## src/rtl/pc_sequencer.sv

```systemverilog
// Program-counter sequencer: IDLE/RUN/FLUSH/DONE control of instruction fetch,
// with stall, halt and PC-relative branches, plus a saturating executed-instruction count.
module pc_sequencer #(
  parameter int D  = 12,
  parameter int CW = 16
) (
  input  logic          Clk,
  input  logic          Reset_n,
  input  logic          Start,
  input  logic [D-1:0]  Start_addr,
  input  logic          Stall,
  input  logic          Branch_en,
  input  logic          Branch_taken,
  input  logic [D-1:0]  Target,
  input  logic          Halt,
  output logic [D-1:0]  Prog_ctr,
  output logic          Fetch_valid,
  output logic          Busy,
  output logic          Done,
  output logic [CW-1:0] Instr_cnt
);

  localparam logic [1:0] S_IDLE  = 2'd0;
  localparam logic [1:0] S_RUN   = 2'd1;
  localparam logic [1:0] S_FLUSH = 2'd2;
  localparam logic [1:0] S_DONE  = 2'd3;

  localparam logic [CW-1:0] CNT_MAX = {CW{1'b1}};
  localparam logic [CW-1:0] CNT_ONE = {{(CW-1){1'b0}}, 1'b1};
  localparam logic [D-1:0]  PC_ONE  = {{(D-1){1'b0}}, 1'b1};

  logic [1:0]    state_q, state_d;
  logic [D-1:0]  pc_q, pc_d;
  logic [CW-1:0] cnt_q, cnt_d;
  logic [CW-1:0] cnt_inc_s;

  // Saturating increment of the executed-instruction count.
  always_comb begin
    if (cnt_q == CNT_MAX) begin
      cnt_inc_s = cnt_q;
    end else begin
      cnt_inc_s = cnt_q + CNT_ONE;
    end
  end

  // Next-state logic; in RUN the priority is stall, halt, taken branch, sequential.
  always_comb begin
    state_d = state_q;
    pc_d    = pc_q;
    cnt_d   = cnt_q;
    case (state_q)
      S_IDLE, S_DONE: begin
        if (Start) begin
          state_d = S_RUN;
          pc_d    = Start_addr;
          cnt_d   = {CW{1'b0}};
        end else begin
          state_d = state_q;
        end
      end
      S_RUN: begin
        if (Stall) begin
          state_d = S_RUN;
        end else if (Halt) begin
          state_d = S_DONE;
          cnt_d   = cnt_inc_s;
        end else if (Branch_en && Branch_taken) begin
          // Same-width add gives sign-extended offset modulo 2^D.
          state_d = S_FLUSH;
          pc_d    = pc_q + Target;
          cnt_d   = cnt_inc_s;
        end else begin
          pc_d    = pc_q + PC_ONE;
          cnt_d   = cnt_inc_s;
        end
      end
      S_FLUSH: begin
        state_d = S_RUN;
      end
      default: begin
        state_d = S_IDLE;
        pc_d    = {D{1'b0}};
        cnt_d   = {CW{1'b0}};
      end
    endcase
  end

  // State, program counter and instruction count registers.
  always_ff @(posedge Clk or negedge Reset_n) begin
    if (!Reset_n) begin
      state_q <= S_IDLE;
      pc_q    <= {D{1'b0}};
      cnt_q   <= {CW{1'b0}};
    end else begin
      state_q <= state_d;
      pc_q    <= pc_d;
      cnt_q   <= cnt_d;
    end
  end

  assign Prog_ctr    = pc_q;
  assign Instr_cnt   = cnt_q;
  assign Fetch_valid = (state_q == S_RUN);
  assign Busy        = (state_q == S_RUN) || (state_q == S_FLUSH);
  assign Done        = (state_q == S_DONE);

endmodule

```

## config.mk

```make
export PLATFORM = sky130hd
export DESIGN_NAME = pc_sequencer
export DESIGN_NICKNAME = d
export VERILOG_FILES = /design/src/rtl/pc_sequencer.sv
export SDC_FILE = /design/constraint.sdc
export NUM_CORES = 1
export LEC_CHECK = 0
export CORE_MARGIN = 2
export CORE_UTILIZATION = 44
export DETAILED_ROUTE_END_ITERATION = 8
export GPL_ROUTABILITY_DRIVEN = 1
export GPL_TIMING_DRIVEN = 0
export HOLD_SLACK_MARGIN = 0.08
export PLACE_DENSITY = 0.78
export SETUP_SLACK_MARGIN = 0.02
export SLEW_MARGIN = 20
export SYNTH_ARGS = -nofsm -noshare
export SYNTH_HDL_FRONTEND = slang
export SYNTH_SLANG_ARGS = --single-unit
```

## constraint.sdc

```tcl
create_clock -name Clk -period 2 [get_ports Clk]
set_input_delay 0.4 -clock Clk [delete_from_list [all_inputs] [get_ports Clk]]
set_output_delay 0.4 -clock Clk [all_outputs]
set_load 0.02 [all_outputs]
```

Word level (Yosys, flattened, before mapping)
Cells that the tools add are included.
- flip-flop bits (word level): 30
- input port bits: 31
- output and inout bits: 31
- logic and storage cells: 37
- add/subtract/negate cells: 3
- equal/unequal tests: 9
- muxes and demuxes: 14
- reduce and logical (&&, ||, !) cells: 8
- operator list (kind ; count):
    two-way mux 12 bit ; 4
    two-way mux 16 bit ; 3
    case mux 16 bit (2 select lines) ; 1
    case mux 12 bit (2 select lines) ; 1
    adder 16 x 1 -> 16 bit, second input constant ; 1
    == test 16 bit, second input constant ; 1
    adder 12 x 1 -> 12 bit, second input constant ; 1
    adder 12 bit ; 1
    two-way mux 2 bit ; 4
    != test 2 bit, second input constant ; 4
    AND reduction 4 bit ; 2
    case mux 2 bit (3 select lines) ; 1
    == test 2 bit, second input constant ; 2
    != test 4 x 3 -> 1 bit, second input constant ; 1
    == test 2 x 1 -> 1 bit, second input constant ; 1
    zero test 2 bit ; 1
    AND reduction 2 bit ; 1
    nonzero test 2 bit ; 1
    OR reduction 2 bit ; 1
    logical AND 1 bit ; 1
    logical OR 1 bit ; 1

Logic depth before layout (Yosys ltp)
- depth in word-level cells: 5
- mapped depth: 11
- mapped depth without buffers: 10

Least setup slack after synthesis
OpenSTA, ideal clock, no wires.
- path kind: input -> register
- from: input Branch_en
- to: register pc_q[8] (netlist: Prog_ctr[8])
- library setup time: 0.132 ns
- data arrival time: 2.109 ns
- data required time: 1.868 ns
- setup slack: -0.240 ns
- cell stages on the path: 11
- buffers on the path: 1
- cell sequence: clkbuf_1 -> nand3b_1 -> ha_1 -> inv_1 -> fa_1 -> nor2b_1 -> o2111ai_1 -> a31oi_1 -> or3_1 -> a311oi_1 -> a21oi_1
- word-level cells in the longest chain between the ends: 5
- ends and longest elaborated chain (item ; line ; text):
    start, declared ; 12 ; input logic Branch_en,
    logical AND 1 bit ; 67 ; end else if (Branch_en && Branch_taken) begin
    two-way mux 12 bit ; 67 ;
    two-way mux 12 bit ; 64 ; end else if (Halt) begin
    two-way mux 12 bit ; 62 ; if (Stall) begin
    case mux 12 bit (2 select lines) ; 51 ; case (state_q)
    end signal, assigned ; 92 ; pc_q <= {D{1'b0}};
    end signal, assigned ; 96 ; pc_q <= pc_d;
    end, declared ; 33 ; logic [D-1:0] pc_q, pc_d;
Every way passes these cells. The select of a mux whose other input is x is not followed.
A chain may end at the register's enable or synchronous reset.

Worst setup path in the final report
- from: input Target[6]
- to: register pc_q[8] (netlist: Prog_ctr[8])
- word-level cells in the longest chain between the ends: 5
- ends and longest elaborated chain (item ; line ; text):
    start, declared ; 14 ; input logic [D-1:0] Target,
    adder 12 bit ; 70 ; pc_d = pc_q + Target;
    two-way mux 12 bit ; 67 ;
    two-way mux 12 bit ; 64 ;
    two-way mux 12 bit ; 62 ;
    case mux 12 bit (2 select lines) ; 51 ;
Every way passes these cells. The select of a mux whose other input is x is not followed.

==> impl_results.html <==
<table>
<tr><th>Metric</th><th>Value</th></tr>
<tr><th colspan="2">Status</th></tr>
<tr><td>Outcome</td><td>finished with violations</td></tr>
<tr><td>Violations in the final reports</td><td>negative setup slack</td></tr>
<tr><th colspan="2">Min path</th></tr>
<tr><td>HP Class</td><td>in -&gt; async</td></tr>
<tr><th colspan="2">Cells and area</th></tr>
<tr><td>Final net count</td><td>392</td></tr>
<tr><td>Area used by multi-input combinational logic</td><td>1730 sq um</td></tr>
<tr><td>Syn-to-layout area delta</td><td>60.1%</td></tr>
<tr><td>Filler cell count in the final layout</td><td>339</td></tr>
<tr><td>Register cell area after layout</td><td>753 sq um</td></tr>
<tr><td>Layout cell share with drive strength beyond 1</td><td>27.7%</td></tr>
<tr><td>Post-Layout Cell Count</td><td>414</td></tr>
<tr><td>Cell area after layout</td><td>3570 sq um</td></tr>
<tr><td>Diodes inserted</td><td>0</td></tr>
<tr><td>End-of-flow core utilization</td><td>74.2%</td></tr>
<tr><th colspan="2">Clock network</th></tr>
<tr><td>Sinks on the clock net</td><td>30</td></tr>
<tr><td>CTS Root Cell</td><td>clkbuf_8</td></tr>
<tr><td>Source-to-sink clock delay at the later pin of the worst-skew pair</td><td>0.29 ns</td></tr>
<tr><td>CTS H-tree depth</td><td>2</td></tr>
<tr><td>Worst-path clk slew</td><td>0.07 ns</td></tr>
<tr><td>TritonCTS clock tree</td><td>built</td></tr>
<tr><td>TritonCTS buffer count</td><td>5</td></tr>
<tr><td>Bufs on Longest Clock Path</td><td>2</td></tr>
<tr><th colspan="2">Place</th></tr>
<tr><td>Post-detail-place hpwl</td><td>4180 microns</td></tr>
<tr><td>Number of port buffers</td><td>61</td></tr>
<tr><td>Standard cell area after detailed placement</td><td>2990 sq um</td></tr>
<tr><td>GP Congestion</td><td>0.832</td></tr>
<tr><td>Setup slack after placement</td><td>-0.951 ns</td></tr>
<tr><td>Count of placed standard cells including taps</td><td>382</td></tr>
<tr><th colspan="2">Run</th></tr>
<tr><td>Number of maximum-capacitance violations</td><td>0</td></tr>
<tr><th colspan="2">STA</th></tr>
<tr><td>Final count of hold timing violations</td><td>0</td></tr>
<tr><td>Final WS setup</td><td>-0.143 ns</td></tr>
<tr><td>Setup repair after global routing missed its margin</td><td>true</td></tr>
<tr><td>Tmin final</td><td>2.14 ns</td></tr>
<tr><td>Slew at the pin with the worst max-slew slack</td><td>0.704 ns</td></tr>
<tr><td>Max-slew headroom</td><td>53.1%</td></tr>
<tr><td>Fin. max-slew vios</td><td>0</td></tr>
<tr><td>Setup violators final</td><td>5</td></tr>
<tr><td>Tcrit/Tclk final</td><td>107%</td></tr>
<tr><td>Clock tree skew after final layout</td><td>0.00915 ns</td></tr>
<tr><td>Setup tns final</td><td>-0.264 ns</td></tr>
<tr><td>Final hold slack</td><td>0.153 ns</td></tr>
<tr><td>Achievable frequency</td><td>467 MHz</td></tr>
<tr><th colspan="2">Die</th></tr>
<tr><td>Area enclosed by the die boundary</td><td>5660 sq um</td></tr>
<tr><td>Chip Height</td><td>75.2 microns</td></tr>
<tr><td>Die Wd</td><td>75.2 microns</td></tr>
<tr><td>Placeable core region</td><td>4820 sq um</td></tr>
<tr><td>Starting density of the core</td><td>46.3%</td></tr>
<tr><td>Floorplan row count</td><td>25</td></tr>
<tr><td>I/O pin count</td><td>62</td></tr>
<tr><th colspan="2">Pwr</th></tr>
<tr><td>Total power after layout</td><td>4.83 mW</td></tr>
<tr><td>Leak pwr</td><td>1.49 nW</td></tr>
<tr><td>Pwr/cell area</td><td>1350 nW/um^2</td></tr>
<tr><td>VDD IR-drop max</td><td>0.713 mV</td></tr>
<tr><th colspan="2">GRT</th></tr>
<tr><td>All-layer global routing usage</td><td>24.7%</td></tr>
<tr><td>Remaining Overflow, GRT</td><td>0</td></tr>
<tr><td>Initial antenna violation count</td><td>0</td></tr>
<tr><td>Global-route wire length before repair</td><td>10600 microns</td></tr>
<tr><td>Largest net degree at the start of global routing</td><td>31</td></tr>
<tr><td>Via count of the first global-routing pass</td><td>2271</td></tr>
<tr><th colspan="2">Detailed routing</th></tr>
<tr><td>Final routed wire length divided by cell count</td><td>16.8 microns</td></tr>
<tr><td>Initial DRT Pass Iterations</td><td>5</td></tr>
<tr><td>1st-iter DRT viols</td><td>219</td></tr>
<tr><td>Number of design rule violations left after detail routing</td><td>0</td></tr>
<tr><td>Via-to-Cell Ratio</td><td>5.79</td></tr>
<tr><td>DR vias</td><td>2398</td></tr>
<tr><td>Final wirelength</td><td>6950 microns</td></tr>
<tr><td>Post-detailed-route count of antenna-violating nets</td><td>0</td></tr>
<tr><th colspan="2">Synthesis</th></tr>
<tr><td>Seq cells post-synth</td><td>30</td></tr>
<tr><td>Avg Cell Area, Syn</td><td>8.78 sq um</td></tr>
<tr><td>Library cells used by synthesis</td><td>49</td></tr>
<tr><td>Post-synthesis instance area</td><td>2230 sq um</td></tr>
<tr><td>Total nets after synthesis</td><td>300</td></tr>
<tr><td>Yosys warnings</td><td>0</td></tr>
<tr><td>Seq/Total Area, Yosys</td><td>33.7%</td></tr>
<tr><td>Post-Synthesis Cells</td><td>254</td></tr>
<tr><th colspan="2">Critical path</th></tr>
<tr><td>Startpoint-to-endpoint class of the critical path</td><td>in -&gt; reg</td></tr>
<tr><td>Worst-case register-to-register setup slack</td><td>-0.11 ns</td></tr>
<tr><td>Required time of the worst setup path</td><td>2.17 ns</td></tr>
<tr><td>Critical path startpoint</td><td>Target[6]</td></tr>
<tr><td>Maximum net fanout on the critical path</td><td>6</td></tr>
<tr><td>Reg-to-reg critical path startpoint</td><td>Prog_ctr[0]</td></tr>
<tr><td>WP data arrival</td><td>2.31 ns</td></tr>
<tr><td>Kind of capture point of the worst setup path</td><td>register</td></tr>
<tr><td>Worst flop-to-flop path endpoint</td><td>Prog_ctr[8]</td></tr>
<tr><td>Register-to-Register Path Depth</td><td>9</td></tr>
<tr><td>Worst setup SP type</td><td>input port</td></tr>
</table>
[worst max-delay path: stages]
cell and delay [ns]:
clkdlybuf4s50_1 0.46, and3_1 0.19, ha_4 0.24, o21ai_1 0.22, a31oi_2 0.07, or3_1 0.39, a311oi_2 0.29, a21oi_1 0.07
[placed cells by master (no fill, tap or decap), types with 9 or more instances in the layout]
cell type        count
buf_4               22
o21ai_0             10
nand3_1             12
dfrtp_1             28
nor2_1              19
o21ai_1              9
a21oi_1             16
clkdlybuf4s50_1     51
ha_4                10
nand2_1             26
xnor2_1             11
[cells in the mapped netlist, drive strengths merged]
library cell	n	area share, %
nand3	14	3.1
nor2	19	3.2
inv	9	1.5
fa	1	0.90
o21ai	20	4.5
o31ai	1	0.34
nor4b	1	0.39
dfrtp	30	34
and4	1	0.50
o21a	2	0.67
a21oi	17	3.8
buf	4	1.6
o211ai	3	1.5
or3	1	0.28
or3b	1	0.39
nor3	5	1.6
nor2b	4	1.1
a31oi	6	1.7
or2	1	0.28
nand4	2	1.2
a21o	3	1.0
a211oi	1	0.34
o21bai	1	0.34
and2	1	0.28
clkbuf	5	0.84
xor2	4	1.6
nand2	27	4.5
a211o	2	0.79
o221ai	1	0.39
nor4	5	2.6
ha	14	7.9
a22o	1	0.45
o2111ai	1	0.39
nand3b	3	1.0
nand2b	5	1.4
a311oi	1	0.39
and3	12	3.6
mux2i	6	2.7
xnor2	12	4.7
nor3b	7	2.6
[logic make-up after synthesis]
kind of cell	share of synthesized area, %
AO/OA/AOI/OAI	16.5
flip-flops	33.7
adder cells (fa/ha/maj)	8.75
multiplexers	2.69
XOR/XNOR	6.28
AND/OR/NAND/NOR	28.2
buffers and inverters	3.93
[registers in the layout, indices dropped and copies added, names as in the netlist]
name / cells
state_q: 2
Prog_ctr: 12
Instr_cnt: 16
[worst max path at each step]
stage	to	slack [ns]	depth (start not counted)
finish	Prog_ctr[8]	-0.14	8
detailed placement	Prog_ctr[8]	-0.95	12
CTS	Prog_ctr[8]	-0.08	12
global route	Prog_ctr[8]	-0.15	12
floorplan	Prog_ctr[8]	-0.15	11
global placement	Prog_ctr[8]	-0.92	12
[cell type report]
type | instances | share of cell area [%]
plain buffers | 8 | 1.89
clock buffers | 8 | 3.08
inverters | 9 | 0.946
multi-input cells | 206 | 48.4
flip-flops and latches | 30 | 21.1
well taps | 67 | 2.35
repair buffers | 86 | 22.2
[where the power goes]
| part | internal, mW | total, mW | switching (mW) |
|---|---|---|---|
| clock | 0.347 | 0.592 | 0.245 |
| sequential | 0.813 | 1.06 | 0.251 |
| combinational | 1.51 | 3.18 | 1.67 |
| total | 2.67 | 4.83 | 2.16 |
[routing by layer]
| metal | GRT usage, % | routed length [microns] | up-vias |
|---|---|---|---|
| li1 | - | - | 1097 |
| met1 | 31.6 | 2850 | 1153 |
| met2 | 41.8 | 3390 | 119 |
| met3 | 5.49 | 512 | 29 |
| met4 | 7.60 | 195 | 0 |
| met5 | 0 | 0 | - |
[what timing repair did]
item | in CTS | in global routing
hold buffers | 0 | 0
cloned | 1 | 0
pin swaps | 25 | 29
setup endpoints to repair | 25 | 23
resized for setup | 54 | 30
setup buffers | 15 | 11
No activity file was read; power rests on OpenSTA's default activity.
==> edit, RTL diff (same settings) <==
Reset style: synchronous (`Reset_n`), changed in one clocked block.
--- a/src/rtl/pc_sequencer.sv
+++ b/src/rtl/pc_sequencer.sv
@@ -87,5 +87,5 @@
 
   // State, program counter and instruction count registers.
-  always_ff @(posedge Clk or negedge Reset_n) begin
+  always_ff @(posedge Clk) begin
     if (!Reset_n) begin
       state_q <= S_IDLE;
Function: differs if Reset_n is asserted again (counterexample within 4 cycles, from zero or initial values and one cycle with Reset_n low); with Reset_n held inactive, the same outputs for 10 cycles.
==> edit against the original RTL <==
- the run still ends with negative setup slack left
- hold slack improved by 0.33 ns
- area after synthesis down 9.6%
- worst setup slack lost 0.20 ns
- cell area decreased by 7.7%
- non-clock buffer count is 4 lower
- sequential cell count unchanged
- critical path type unchanged
- via count is 8.8% lower
- register-to-register slack got worse by 0.11 ns
- wire length decreased by 11%
Power is not compared: it rests on default switching activity, and its combinational part moved more than twofold at a synthesized area within 25%.
==> edit: results (changes against the original RTL) <==
worst hold margin=0.4814 ns (+0.3286 ns); R2R Path Start=Prog_ctr[0]$_SDFFE_PN0P_; Post-CTS Setup Bufs=12 (-3); largest net degree at the start of global routing=11 (-65%); number of nets in the layout=373 (-4.8%); HP Class=primary input to flop; share of cells above drive strength 1=0.2683 (-0.008364); M1 GR Usage=0.3142 (-0.001824); outcome=finished, violations left; # fillers=301 (-11%); Post-Syn Area=2017 um2 (-9.6%); Placed Area=2788 um2 (-6.7%); post-synthesis compound-gate area fraction=0.2264 (+0.06098); xor/xnor share of the synthesized area=0.07816 (+0.01535); initial DRC count=127 (-42%); failing checks=negative setup slack; met2 routed WL=2953 um (-13%); final setup margin=-0.3395 ns (-0.1966 ns); Critical Path Fanout Max=4 (-2); multi-input gates=191 (-7.3%); R2R Setup Slk=-0.22 ns (-0.11 ns); placed cells=352 (-7.9%); post-synthesis sequential area ratio=0.2978 (-0.03874); CLK BUF=6 (-2); WP data arrival=2.51 ns (+0.20 ns); Data buffer area share=0.2602 (+0.01891); Synth Area in Adders=0.09677 (+0.009281); final number of setup-violating endpoints=6 (+1); vias in the first global route=1,933 (-15%); top cells by count, synth=dfxtp_1 (30), nor2_1 (25), o21ai_0 (20), nand2_1 (16), ha_1 (14); Mapped Cells=239 (-5.9%); vias per cell=5.753 (-0.68%); DRT Pass-1 Iters=4 (-1); TNS Setup=-1.079 ns (-0.8148 ns); met2 GRT Util=0.3714 (-0.04673); Slew Limit Headroom=0.6469 (+0.1161); Cell variety after synth=47 (-4.1%); final RePlAce weighted congestion=0.8318 (about the same); sequential cell area share=0.1836 (-0.02725); All-Layer GR Usage=0.2324 (-0.01461); Non-clk bufs=90 (-4.3%); dpl hpwl=3846 um (-7.9%); top cells by area, synth=dfxtp_1 (30%), ha_1 (8.7%), xor2_1 (5.6%), o21ai_0 (5.0%), nor2_1 (4.7%); async set-reset flop share out of synthesis=0 (-1.000)
edit: how the worst max path moves through the flow:
stage / startpoint / to / slack, ns / cells past startpoint
2_1_floorplan: Branch_en / Prog_ctr[8]$_SDFFE_PN0P_ / -0.33 / 11
3_3_place_gp: Branch_en / Prog_ctr[8]$_SDFFE_PN0P_ / -1.15 / 10
3_5_place_dp: Branch_en / Prog_ctr[8]$_SDFFE_PN0P_ / -1.15 / 10
4_1_cts: Branch_en / Prog_ctr[8]$_SDFFE_PN0P_ / -0.31 / 12
5_1_grt: Branch_en / Prog_ctr[6]$_SDFFE_PN0P_ / -0.39 / 13
6_report: Target[3] / Prog_ctr[6]$_SDFFE_PN0P_ / -0.34 / 10
edit: where the power goes:
part | total (W) | leakage [nW] | switching, W | internal, W
sequential | 0.000728 | 0.246 | 0.0000730 | 0.000655
combinational | 0.000923 | 0.995 | 0.000453 | 0.000470
clock | 0.000780 | 0.0714 | 0.000248 | 0.000531
